[src/rtl/nukv_axis_downsizer_if.sv]
// AXI-Stream style bundle (data, last, valid, ready) shared by the wide
// input side and the narrow output side of the downsizer.
interface nukv_axis_downsizer_if #(
    parameter int WIDTH = 64
);
    logic [WIDTH-1:0] tdata;
    logic             tlast;
    logic             tvalid;
    logic             tready;

    modport master (
        output tdata,
        output tlast,
        output tvalid,
        input  tready
    );

    modport slave (
        input  tdata,
        input  tlast,
        input  tvalid,
        output tready
    );
endinterface

[src/rtl/nukv_axis_downsizer.sv]
// Width-down converter on the read side of the async FIFO.
// Takes one wide word per handshake and emits RATIO narrow beats, lowest lane
// first, at one beat per clock with no bubble between consecutive wide words.
//
// state    | meaning
// ST_EMPTY | holding register free, waiting for a wide word
// ST_SHIFT | holding register occupied, serialising lanes (busy=1)
module nukv_axis_downsizer #(
    parameter int OUT_WIDTH = 64,
    parameter int RATIO     = 8
) (
    input  logic                   clk,
    input  logic                   rst,
    nukv_axis_downsizer_if.slave   s_axis,
    nukv_axis_downsizer_if.master  m_axis,
    output logic                   busy
);
    localparam int IN_WIDTH = OUT_WIDTH * RATIO;
    localparam int CW       = (RATIO > 1) ? $clog2(RATIO) : 1;
    localparam logic [CW-1:0] LAST_LANE = CW'(RATIO - 1);

    typedef enum logic {
        ST_EMPTY = 1'b0,
        ST_SHIFT = 1'b1
    } state_t;

    state_t              r_state;
    state_t              w_state_nxt;
    logic [IN_WIDTH-1:0] r_hold;
    logic                r_hold_last;
    logic [CW-1:0]       r_cnt;
    logic [CW-1:0]       w_cnt_nxt;
    logic                w_load;
    logic                w_busy;
    logic                w_cnt_at_last;
    logic                w_m_fire;
    logic                w_last_beat;
    logic                w_s_ready;
    logic                w_s_fire;
    int                  w_lane_base;

    assign w_busy        = (r_state == ST_SHIFT);
    assign w_cnt_at_last = (r_cnt == LAST_LANE);
    assign w_m_fire      = w_busy & m_axis.tready;
    assign w_last_beat   = w_m_fire & w_cnt_at_last;

    // Ready is combinational from downstream ready so a new word can be taken
    // on the same edge as the final beat of the current one.
    assign w_s_ready = ~rst & (~w_busy | w_last_beat);
    assign w_s_fire  = s_axis.tvalid & w_s_ready;

    assign w_lane_base = int'(r_cnt) * OUT_WIDTH;

    assign s_axis.tready = w_s_ready;
    assign m_axis.tdata  = r_hold[w_lane_base +: OUT_WIDTH];
    assign m_axis.tvalid = w_busy;
    assign m_axis.tlast  = w_busy & r_hold_last & w_cnt_at_last;
    assign busy          = w_busy;

    // Next-state, lane counter and reload decision.
    always_comb begin
        w_state_nxt = r_state;
        w_cnt_nxt   = r_cnt;
        w_load      = 1'b0;
        case (r_state)
            ST_EMPTY: begin
                if (w_s_fire) begin
                    w_load      = 1'b1;
                    w_cnt_nxt   = '0;
                    w_state_nxt = ST_SHIFT;
                end
            end
            ST_SHIFT: begin
                if (w_m_fire) begin
                    if (w_cnt_at_last) begin
                        // Counter only ever wraps through this explicit reload,
                        // so non power-of-two ratios never overrun the lanes.
                        w_cnt_nxt = '0;
                        if (w_s_fire) begin
                            w_load      = 1'b1;
                            w_state_nxt = ST_SHIFT;
                        end else begin
                            w_state_nxt = ST_EMPTY;
                        end
                    end else begin
                        w_cnt_nxt = r_cnt + CW'(1);
                    end
                end
            end
            default: begin
                w_state_nxt = ST_EMPTY;
                w_cnt_nxt   = '0;
            end
        endcase
    end

    // State and lane counter registers; reset discards any partial word.
    always_ff @(posedge clk or posedge rst) begin
        if (rst) begin
            r_state <= ST_EMPTY;
            r_cnt   <= '0;
        end else begin
            r_state <= w_state_nxt;
            r_cnt   <= w_cnt_nxt;
        end
    end

    // Holding register, written only when a wide word is accepted.
    always_ff @(posedge clk or posedge rst) begin
        if (rst) begin
            r_hold      <= '0;
            r_hold_last <= 1'b0;
        end else if (w_load) begin
            r_hold      <= s_axis.tdata;
            r_hold_last <= s_axis.tlast;
        end
    end
endmodule

[src/flat_wrapper.sv]
// flat-port wrapper written by rule: the top's interface ports become plain ports
module nukv_axis_downsizer_flat 
#(
    parameter int OUT_WIDTH = 64,
    parameter int RATIO     = 8
)
  (clk, rst, busy, s_axis_tdata, s_axis_tlast, s_axis_tvalid, s_axis_tready, m_axis_tdata, m_axis_tlast, m_axis_tvalid, m_axis_tready);
  nukv_axis_downsizer_if #(.WIDTH(512)) s_axis_i ();
  nukv_axis_downsizer_if #(.WIDTH(64)) m_axis_i ();
  input  logic clk;
  input  logic rst;
  output logic busy;
  input wire logic [$bits(s_axis_i.tdata)-1:0] s_axis_tdata;
  input wire logic [$bits(s_axis_i.tlast)-1:0] s_axis_tlast;
  input wire logic [$bits(s_axis_i.tvalid)-1:0] s_axis_tvalid;
  output wire logic [$bits(s_axis_i.tready)-1:0] s_axis_tready;
  output wire logic [$bits(m_axis_i.tdata)-1:0] m_axis_tdata;
  output wire logic [$bits(m_axis_i.tlast)-1:0] m_axis_tlast;
  output wire logic [$bits(m_axis_i.tvalid)-1:0] m_axis_tvalid;
  input wire logic [$bits(m_axis_i.tready)-1:0] m_axis_tready;
  assign s_axis_i.tdata = s_axis_tdata;
  assign s_axis_i.tlast = s_axis_tlast;
  assign s_axis_i.tvalid = s_axis_tvalid;
  assign s_axis_tready = s_axis_i.tready;
  assign m_axis_tdata = m_axis_i.tdata;
  assign m_axis_tlast = m_axis_i.tlast;
  assign m_axis_tvalid = m_axis_i.tvalid;
  assign m_axis_i.tready = m_axis_tready;
  nukv_axis_downsizer #(.OUT_WIDTH(OUT_WIDTH), .RATIO(RATIO)) u_core (.clk(clk), .rst(rst), .s_axis(s_axis_i), .m_axis(m_axis_i), .busy(busy));
endmodule
[config.mk]
export PLATFORM = sky130hd
export DESIGN_NAME = nukv_axis_downsizer_flat
export DESIGN_NICKNAME = d
export VERILOG_FILES = /design/src/rtl/nukv_axis_downsizer_if.sv /design/src/rtl/nukv_axis_downsizer.sv /design/src/flat_wrapper.sv
export SDC_FILE = /design/constraint.sdc
export NUM_CORES = 1
export LEC_CHECK = 0
export ABC_CLOCK_PERIOD_IN_PS = 32400
export CAP_MARGIN = 40
export CORE_ASPECT_RATIO = 1.25
export CORE_UTILIZATION = 30
export DETAILED_ROUTE_END_ITERATION = 6
export GPL_TIMING_DRIVEN = 0
export PLACE_DENSITY_LB_ADDON = 0.3
export SYNTH_ARGS = -nofsm -noshare
export SYNTH_HDL_FRONTEND = slang
export SYNTH_SLANG_ARGS = --single-unit
[constraint.sdc]
create_clock -name clk -period 32.4 [get_ports clk]
set_input_delay 9.72 -clock clk [delete_from_list [all_inputs] [get_ports clk]]
set_output_delay 9.72 -clock clk [all_outputs]
set_load 0.05 [all_outputs]
# Word-level counts from Yosys, hierarchy flattened
# Index checks and enable logic that the tools add are counted.
# Widths: inputs -> output; s select.
# classes
addsub	1
multipliers	0
n_div	0
magnitude_cmp	0
eq_ne	3
n_shift	1
muxes	11
bitwise	9
reduce_logical	1
# op_table
cell	count
$shiftx 512x10->64	1
$mux 3	3
$and 1x1->1	6
$pmux 3 s2	1
$mux 1	5
$pmux 1 s2	2
$add 3x1->3 const B	1
$eq 3x3->1 const B	1
$ne 2x1->1 const B	1
$ne 2x2->1 const B	1
$not 1->1	2
$reduce_and 2->1	1
$or 1x1->1	1
# totals
ff_bits	517
latchBits	0
mem_bits_rw	0
rom_bits	0
inputBits	517
output_inout_bits	68
wordCells	30
n_memories	0

# Longest topological paths before layout
# logic_depth
word_depth	9
depth_mapped	7
ltp_nobuf	5

# Worst setup path before layout
# OpenSTA, ideal clock, no wires.
# synth_timing
path_kind	input -> output
from	input port m_axis_tready
to	output port s_axis_tready
arrival_ns	10.440
t_required_ns	22.680
slack_ns	12.240
cell_stages	2
path_buffers	0
cell_sequence	a21boi_2 -> nor2_1
# synth_via
elab_chain_cells	4
# synth_lines
item	line_no	text
from (decl)	flat_wrapper.sv:20	input wire logic [$bits(m_axis_i.tready)-1:0] m_axis_tready;
$and 1x1->1	nukv_axis_downsizer.sv:44	assign w_m_fire = w_busy & m_axis.tready;
$and 1x1->1	nukv_axis_downsizer.sv:45	assign w_last_beat = w_m_fire & w_cnt_at_last;
$or 1x1->1	nukv_axis_downsizer.sv:49	assign w_s_ready = ~rst & (~w_busy | w_last_beat);
$and 1x1->1	nukv_axis_downsizer.sv:49	
to (decl)	flat_wrapper.sv:16	output wire logic [$bits(s_axis_i.tready)-1:0] s_axis_tready;
# No other way between the ends.

# Worst setup path in the final report
# Ends and elaborated chain as after synthesis.

==> flow_summary_export.csv <==
group,metric,value,unit
detailed_routing,vias_per_cell,4.74,
worst_setup_path,arrival,11.35,ns
timing,finClkSkew,0.0185,ns
timing,fin_worst_hold_slack,0.480,ns
synthesis,netlist_area,23400,um2
synthesis,yosysMostFrequentCell,"dfrtp_1",
timing,rsz0062_at_grt,"no",
clock_tree,root_buffer,"clkbuf_16",
timing,slew_headroom,0.420,
clock_tree,htree_levels,2,
detailed_routing,ant_nets,0,
detailed_routing,drt_first_pass_iters,4,
timing,min_period,21.07,ns
pwr,powerDensity,101,nW/um2
global_routing,grtUsageTotal,0.201,
timing,fmax,0.0475,GHz
timing,tns,0,ns
worst_setup_path,regToRegEndpoint,"u_core.r_hold[123]",
synthesis,synth_fa_ha_area_frac,0.00107,
detailed_routing,wl,79300,um
worst_setup_path,crit_start,"m_axis_tready",
synthesis,ys_ff_latch,517,
die,die_h,314,um
detailed_routing,wl_per_cell,25.8,um
timing,setup_ws,11.33,ns
pwr,swShare,0.367,
cells_and_area,area_growth,39.4,%
global_routing,grt_start_max_net_pins,124,
detailed_routing,drc_errors,0,
placed_design,place_congestion,0.799,
global_routing,grt_pass1_wl,115000,um
clock_tree,postCtsHoldBufs,0,
synthesis,synthMuxAreaShare,0.404,
synthesis,synth_ff_type,"dfrtp_1",
pwr,seq_power_share,0.339,
placed_design,place_worst_setup_slack,11.31,ns
clock_tree,clk_pin_slew,0.06,ns
synthesis,synthSimpleGateAreaFrac,0.00176,
synthesis,syn_inst,1330,
synthesis,synth_top_area_share,0.552,
synthesis,synth-async-reset-ratio,1.00,
worst_setup_path,rr_worst_depth,6,
timing,worstMarginPinSlew,0.869,ns
worst_setup_path,r2r_start,"u_core.r_cnt[2]",
die,die_area,79200,um2
global_routing,grt_pass1_vias,16900,
worst_setup_path,cp_data_required_time,22.68,ns
die,initial_core_util,0.303,
global_routing,grt_overflow_total,0,
worst_setup_path,path_max_fanout,5,
clock_tree,cts.sinks,517,
clock_tree,cts_resized,0,
detailed_routing,drt_iter0_drc,511,
detailed_routing,vias,14600,
synthesis,synth_warnings,0,
cells_and_area,layout-drive-gt1-share,0.187,
synthesis,syn-num-nets,1849,
synthesis,synth-compound-area-share,0.00208,
placed_design,placedInstanceArea,30700,um2
placed_design,dp_hpwl,59400,um
pwr,power_frac_comb,0.461,
cells_and_area,nets,2499,
synthesis,synth_cell_types,21,
cells_and_area,finish.instance_area,32600,um2
clock_tree,clk_latency,0.62,ns
min_path,worstHoldPathType,"reg2reg",
pwr,p_sw,1210,uW
synthesis,synthXorXnorAreaFrac,0,
worst_setup_path,r2r_setup_slack,30.11,ns
synthesis,synthTopCellsByArea,"dfrtp_1 55%, mux2_1 25%, mux4_2 12%, buf_6 2.6%, mux2_2 2.2%",
worst_setup_path,endpoint,"s_axis_tready",
die,io-pin-count,585,
synthesis,synthTopCellsByCount,"517 x dfrtp_1, 513 x mux2_1, 128 x mux4_2, 55 x buf_6, 45 x mux2_2",
clock_tree,max-clock-path-buffers,3,
clock_tree,cts_buffers,57,
clock_tree,post_cts_buffers,0,
run_status,status,"completed",
pwr,finalPower,3290,uW
pwr,clockPowerShare,0.200,
timing,setup_viol,0,
pwr,p_leak,0.0137,uW
clock_tree,tritoncts,"built",
timing,final_hold_viol_count,0,
synthesis,seq_area_frac_synth,0.552,
global_routing,antenna_found_initial,26,
synthesis,syn_avg_cell_area,17.6,um2
worst_setup_path,criticalPathCategory,"in2out",
die,fp.dieW,252,um
synthesis,synth.largest_area_cell,"dfrtp_1",
placed_design,port_buffers,584,
job,drv_cap,0,
timing,slew_violations,0,
synthesis,synth_top_family_by_area,"multiplexers",
synthesis,synth_edf_count,0,
timing,period_share,0.650,
worst_setup_path,cp-end-kind,"output port",
worst_setup_path,startpoint_type,"input pin",
die,rows,114,
pwr,vdd_drop_max,0.0000627,V
pwr,internal_power,2080,uW
die,core,77300,um2
cell usage in the layout, fill, tap and decap left out, types with 4 or more instances in the layout:
cell,n
clkdlybuf4s50_1,584
dfrtp_1,517
mux2_1,513
mux4_2,128
clkbuf_16,59
buf_6,56
mux2_2,45
buf_2,24
mux2_4,19
clkbuf_1,16
diode_2,12
clkbuf_8,12
clkinv_2,8
buf_12,7
buf_16,4
power by group through the flow:
stage          Combinational [uW]  Clock [uW]  Sequential [uW]
3_3_place_gp                 1510           0             1110
5_1_grt                      1600         702             1150
4_1_cts                      1540         680             1120
6_report                     1510         658             1110
3_5_place_dp                 1540           0             1130
2_1_floorplan                1070           0             1060
per-layer routing:
layer  routed length, um  vias up  GRT usage
met3                6040      130     0.0661
met5                 204        -          0
li1                    -     6301          -
met4                1930       30     0.0583
met2               40400      459      0.352
met1               30700     7670      0.233
kinds of logic (layout without fill, tap and decap cells):
kind of cell,Yosys count,count (layout)
mux,705,705
flops,517,517
buf+inv,94,786
simple gates,7,7
compound gates,5,5
fa+ha+maj,2,2
other cells,0,12
sequential cells by signal (all words and copies together) (netlist names):
name and flops:
u_core.busy 1, u_core.r_cnt 3, u_core.r_hold 512, u_core.r_hold_last 1
worst min path at each step:
stage | from | to | depth (start not counted)
after floorplan | u_core.r_hold_last | u_core.r_hold_last | 1
after global placement | u_core.r_hold[401] | u_core.r_hold[401] | 1
after detailed placement | u_core.r_hold[320] | u_core.r_hold[320] | 1
after CTS | u_core.r_hold[320] | u_core.r_hold[320] | 1
after global routing | u_core.r_hold[240] | u_core.r_hold[240] | 1
final | u_core.r_hold[275] | u_core.r_hold[275] | 1
per-stage QoR:
step	cells	utilization
after global placement	2958	0.395
after CTS	3066	0.422
after global routing	3074	0.422
after floorplan	1330	-
final	3078	0.422
after detailed placement	2965	0.397
critical path, stage by stage:
cell and delay, ns:
clkdlybuf4s50_1 0.56, a21boi_2 0.14, nor2_1 0.12, clkdlybuf4s50_1 0.82
layout make-up:
cell class,count,area [um2]
Inverter,1,11.3
Sequential cell,517,12900
Antenna cell,12,30.0
Buffer,93,910
Multi-Input combinational cell,719,9570
Clock inverter,18,189
Clock buffer,83,1690
Fill cell,7157,44700
Timing Repair Buffer,591,6000
Tap cell,1044,1310
(Power assumes the default switching activity.)
==> RTL change: new RTL, same settings <==
Make the reset (`rst`) synchronous in 2 clocked blocks. Comments in the files are not updated.
--- a/src/rtl/nukv_axis_downsizer.sv
+++ b/src/rtl/nukv_axis_downsizer.sv
@@ -97,3 +97,3 @@
     // State and lane counter registers; reset discards any partial word.
-    always_ff @(posedge clk or posedge rst) begin
+    always_ff @(posedge clk) begin
         if (rst) begin
@@ -108,3 +108,3 @@
     // Holding register, written only when a wide word is accepted.
-    always_ff @(posedge clk or posedge rst) begin
+    always_ff @(posedge clk) begin
         if (rst) begin
Function: differs if rst is asserted again (counterexample within 4 cycles, from zero or initial values and one cycle with rst high); with rst held inactive, the same outputs for 4 cycles.
==> RTL change against the original RTL <==
Cell count grew 20%. Design area increased by 2.2%. Wire length up 12%. Global-route usage rose by 1.3 points. Synthesized area rose by 3.0%. Worst setup slack got worse by 0.59 ns. Sequential cell count stayed put. Critical path type unchanged. Critical endpoint unchanged. Largest cell class is now multi-input gates. Highest routed layer unchanged.
Power is not compared: it rests on default switching activity, and its combinational part moved more than twofold at a synthesized area within 25%.
==> RTL change: results (changes against the original RTL) <==
Logic synthesis
  – Mux contribution to synthesized area: 0.389 (-0.0144)
  – Top post-synthesis cells by area: dfxtp_1 (43%), mux2_2 (24%), nor2b_1 (13%)
  – Fraction of registers with async set/reset: 0 (-1.00)
  – Sequential element share of the synthesized area: 0.429 (-0.123)
  – Post-synthesis xor/xnor area fraction: 0 (unchanged)
  – Synth Warn #: 0 (unchanged)
  – Post-synth top cells: dfxtp_1 (517), mux2_2 (515), nor2b_1 (513)
  – Post-synthesis adder-cell area fraction: 0.00104 (-0.0000314)
  – Synth unique cells: 17 (-19%)
  – Compound-Gate Fraction of Synth Area: 0.00156 (-0.000528)
  – Syn Nets: 2422 (+31%)

CTS
  – Insertion delay to the later sink of the worst-skew pair: 0.63 ns
  – Post-CTS sizing: 0 (unchanged)
  – H-tree depth: 2 (unchanged)
  – Setup Buffers After CTS: 0 (unchanged)
  – CTS Buffer Depth: 3 (unchanged)
  – Clock-pin slew on the worst setup and hold paths: 0.06 ns (about the same)
  – Clock root cell: clkbuf_16
  – Number of buffers created by CTS: 57 (unchanged)

Timing
  – Clock skew: 0.0249 ns (+0.00639 ns)
  – Worst slew pin tran: 0.893 ns (+0.0239 ns)

Final layout
  – Nets: 3067 (+23%)
  – Top Registers: u_core.r_hold: 512 flops, u_core.r_cnt: 3 flops
  – Layout cells sized above 1: 0.317 (+0.130)

Route
  – Vias/cell: 4.70 (-0.91%)
  – Total Wirelength: 88500 um (+12%)
  – DR pass1 iterations: 4 (unchanged)
  – DRT iter0 DRCs: 564 (+10%)

Global route
  – Initial antenna violation count: 53 (+100%)
  – Vias in the first global route: 19000 (+13%)
  – Total GRT Usage: 0.214 (+0.0128)
  – First-pass GRT wire length: 128000 um (+11%)
  – Largest net degree at the start of global routing: 15 (-88%)

Worst hold path
  – Class of the worst hold path: reg -> reg
  – Depth of the worst hold-timing path: 2 (+1)

Outcome
  – Outcome: complete, no violations

Placed design
  – PortBufs: 583 (-0.17%)
  – Detailed Place HPWL: 67500 um (+14%)
  – GPL Wtd Cong: 0.866 (+8.4%)

Setup path
  – Crit Path Max Fanout: 10 (+5)
  – Worst path arrival time: 11.95 ns (+0.60 ns)
  – R2R cell count: 8 (+2)

Pwr
  – VDD IR max: about 37 uV
  – LEAKAGE: approximately 13 nW
==> RTL change: cell count changes after synthesis, sizes merged, moves of 3 or more <==
cell and change:
dfrtp -517, dfxtp +517, nor2b +513, clkbuf +69, buf -10, nor2 +4
a32o -3, a32oi +3
==> RTL change: path summary, 6_finish.rpt <==
kind | startpoint | endpoint | slack, ns
setup / recovery | rst | s_axis_tready | 10.73
hold reg to reg | u_core.r_hold[446] | u_core.r_hold[446] | 0.58
hold / removal | u_core.r_hold[446] | u_core.r_hold[446] | 0.58
setup reg to reg | u_core.r_cnt[1] | u_core.r_hold[11] | 30.07
==> RTL change: power breakdown <==
part           internal, mW  switching (mW)
combinational         0.157           0.108
sequential            0.682          0.0214
clock                 0.399           0.281
==> RTL change: metal layers <==
metal	wire (um)	vias to the layer above	track usage
li1	-	8002	-
met1	34200	8652	0.242
met2	45800	492	0.376
met3	5300	147	0.0509
met4	3030	20	0.102
met5	133	-	0
==> RTL change: critical path, cell delays in order <==
cell and delay (ns):
buf_2 0.19, clkbuf_1 0.52, clkbuf_1 0.61, nor2_1 0.11, clkdlybuf4s50_1 0.78
==> RTL change: logic make-up (layout without fill, tap and decap cells) <==
kind of cell | count (synthesis) | count (layout)
AOI/OAI and AO/OA | 4 | 4
adders and majority gates | 2 | 2
buffers and inverters | 152 | 842
DFF | 517 | 517
muxes | 706 | 706
other | 0 | 40
and+or+nand+nor | 522 | 522
==> RTL change: through the flow <==
| stage | setup slack (ns) | area, sq um | total power, mW | std cells |
|---|---|---|---|---|
| after floorplan | 11.75 | 24100 | 0.860 | 1903 |
| after global placement | 10.65 | 31300 | 0.978 | 3539 |
| after detailed placement | 10.63 | 31300 | 0.983 | 3542 |
| after CTS | 10.62 | 33300 | 1.67 | 3646 |
| after global routing | 10.49 | 33400 | 1.71 | 3684 |
| final | 10.73 | 33400 | 1.65 | 3686 |
==> RTL change: cell type report <==
class	count	area, sq um
clock buffers	81	1680
clock inverters	23	260
multi-input cells	1234	12700
plain buffers	152	1070
flip-flops and latches	517	10300
diodes	40	100
well taps	1053	1320
fillers	7439	45800
repair buffers	586	5870
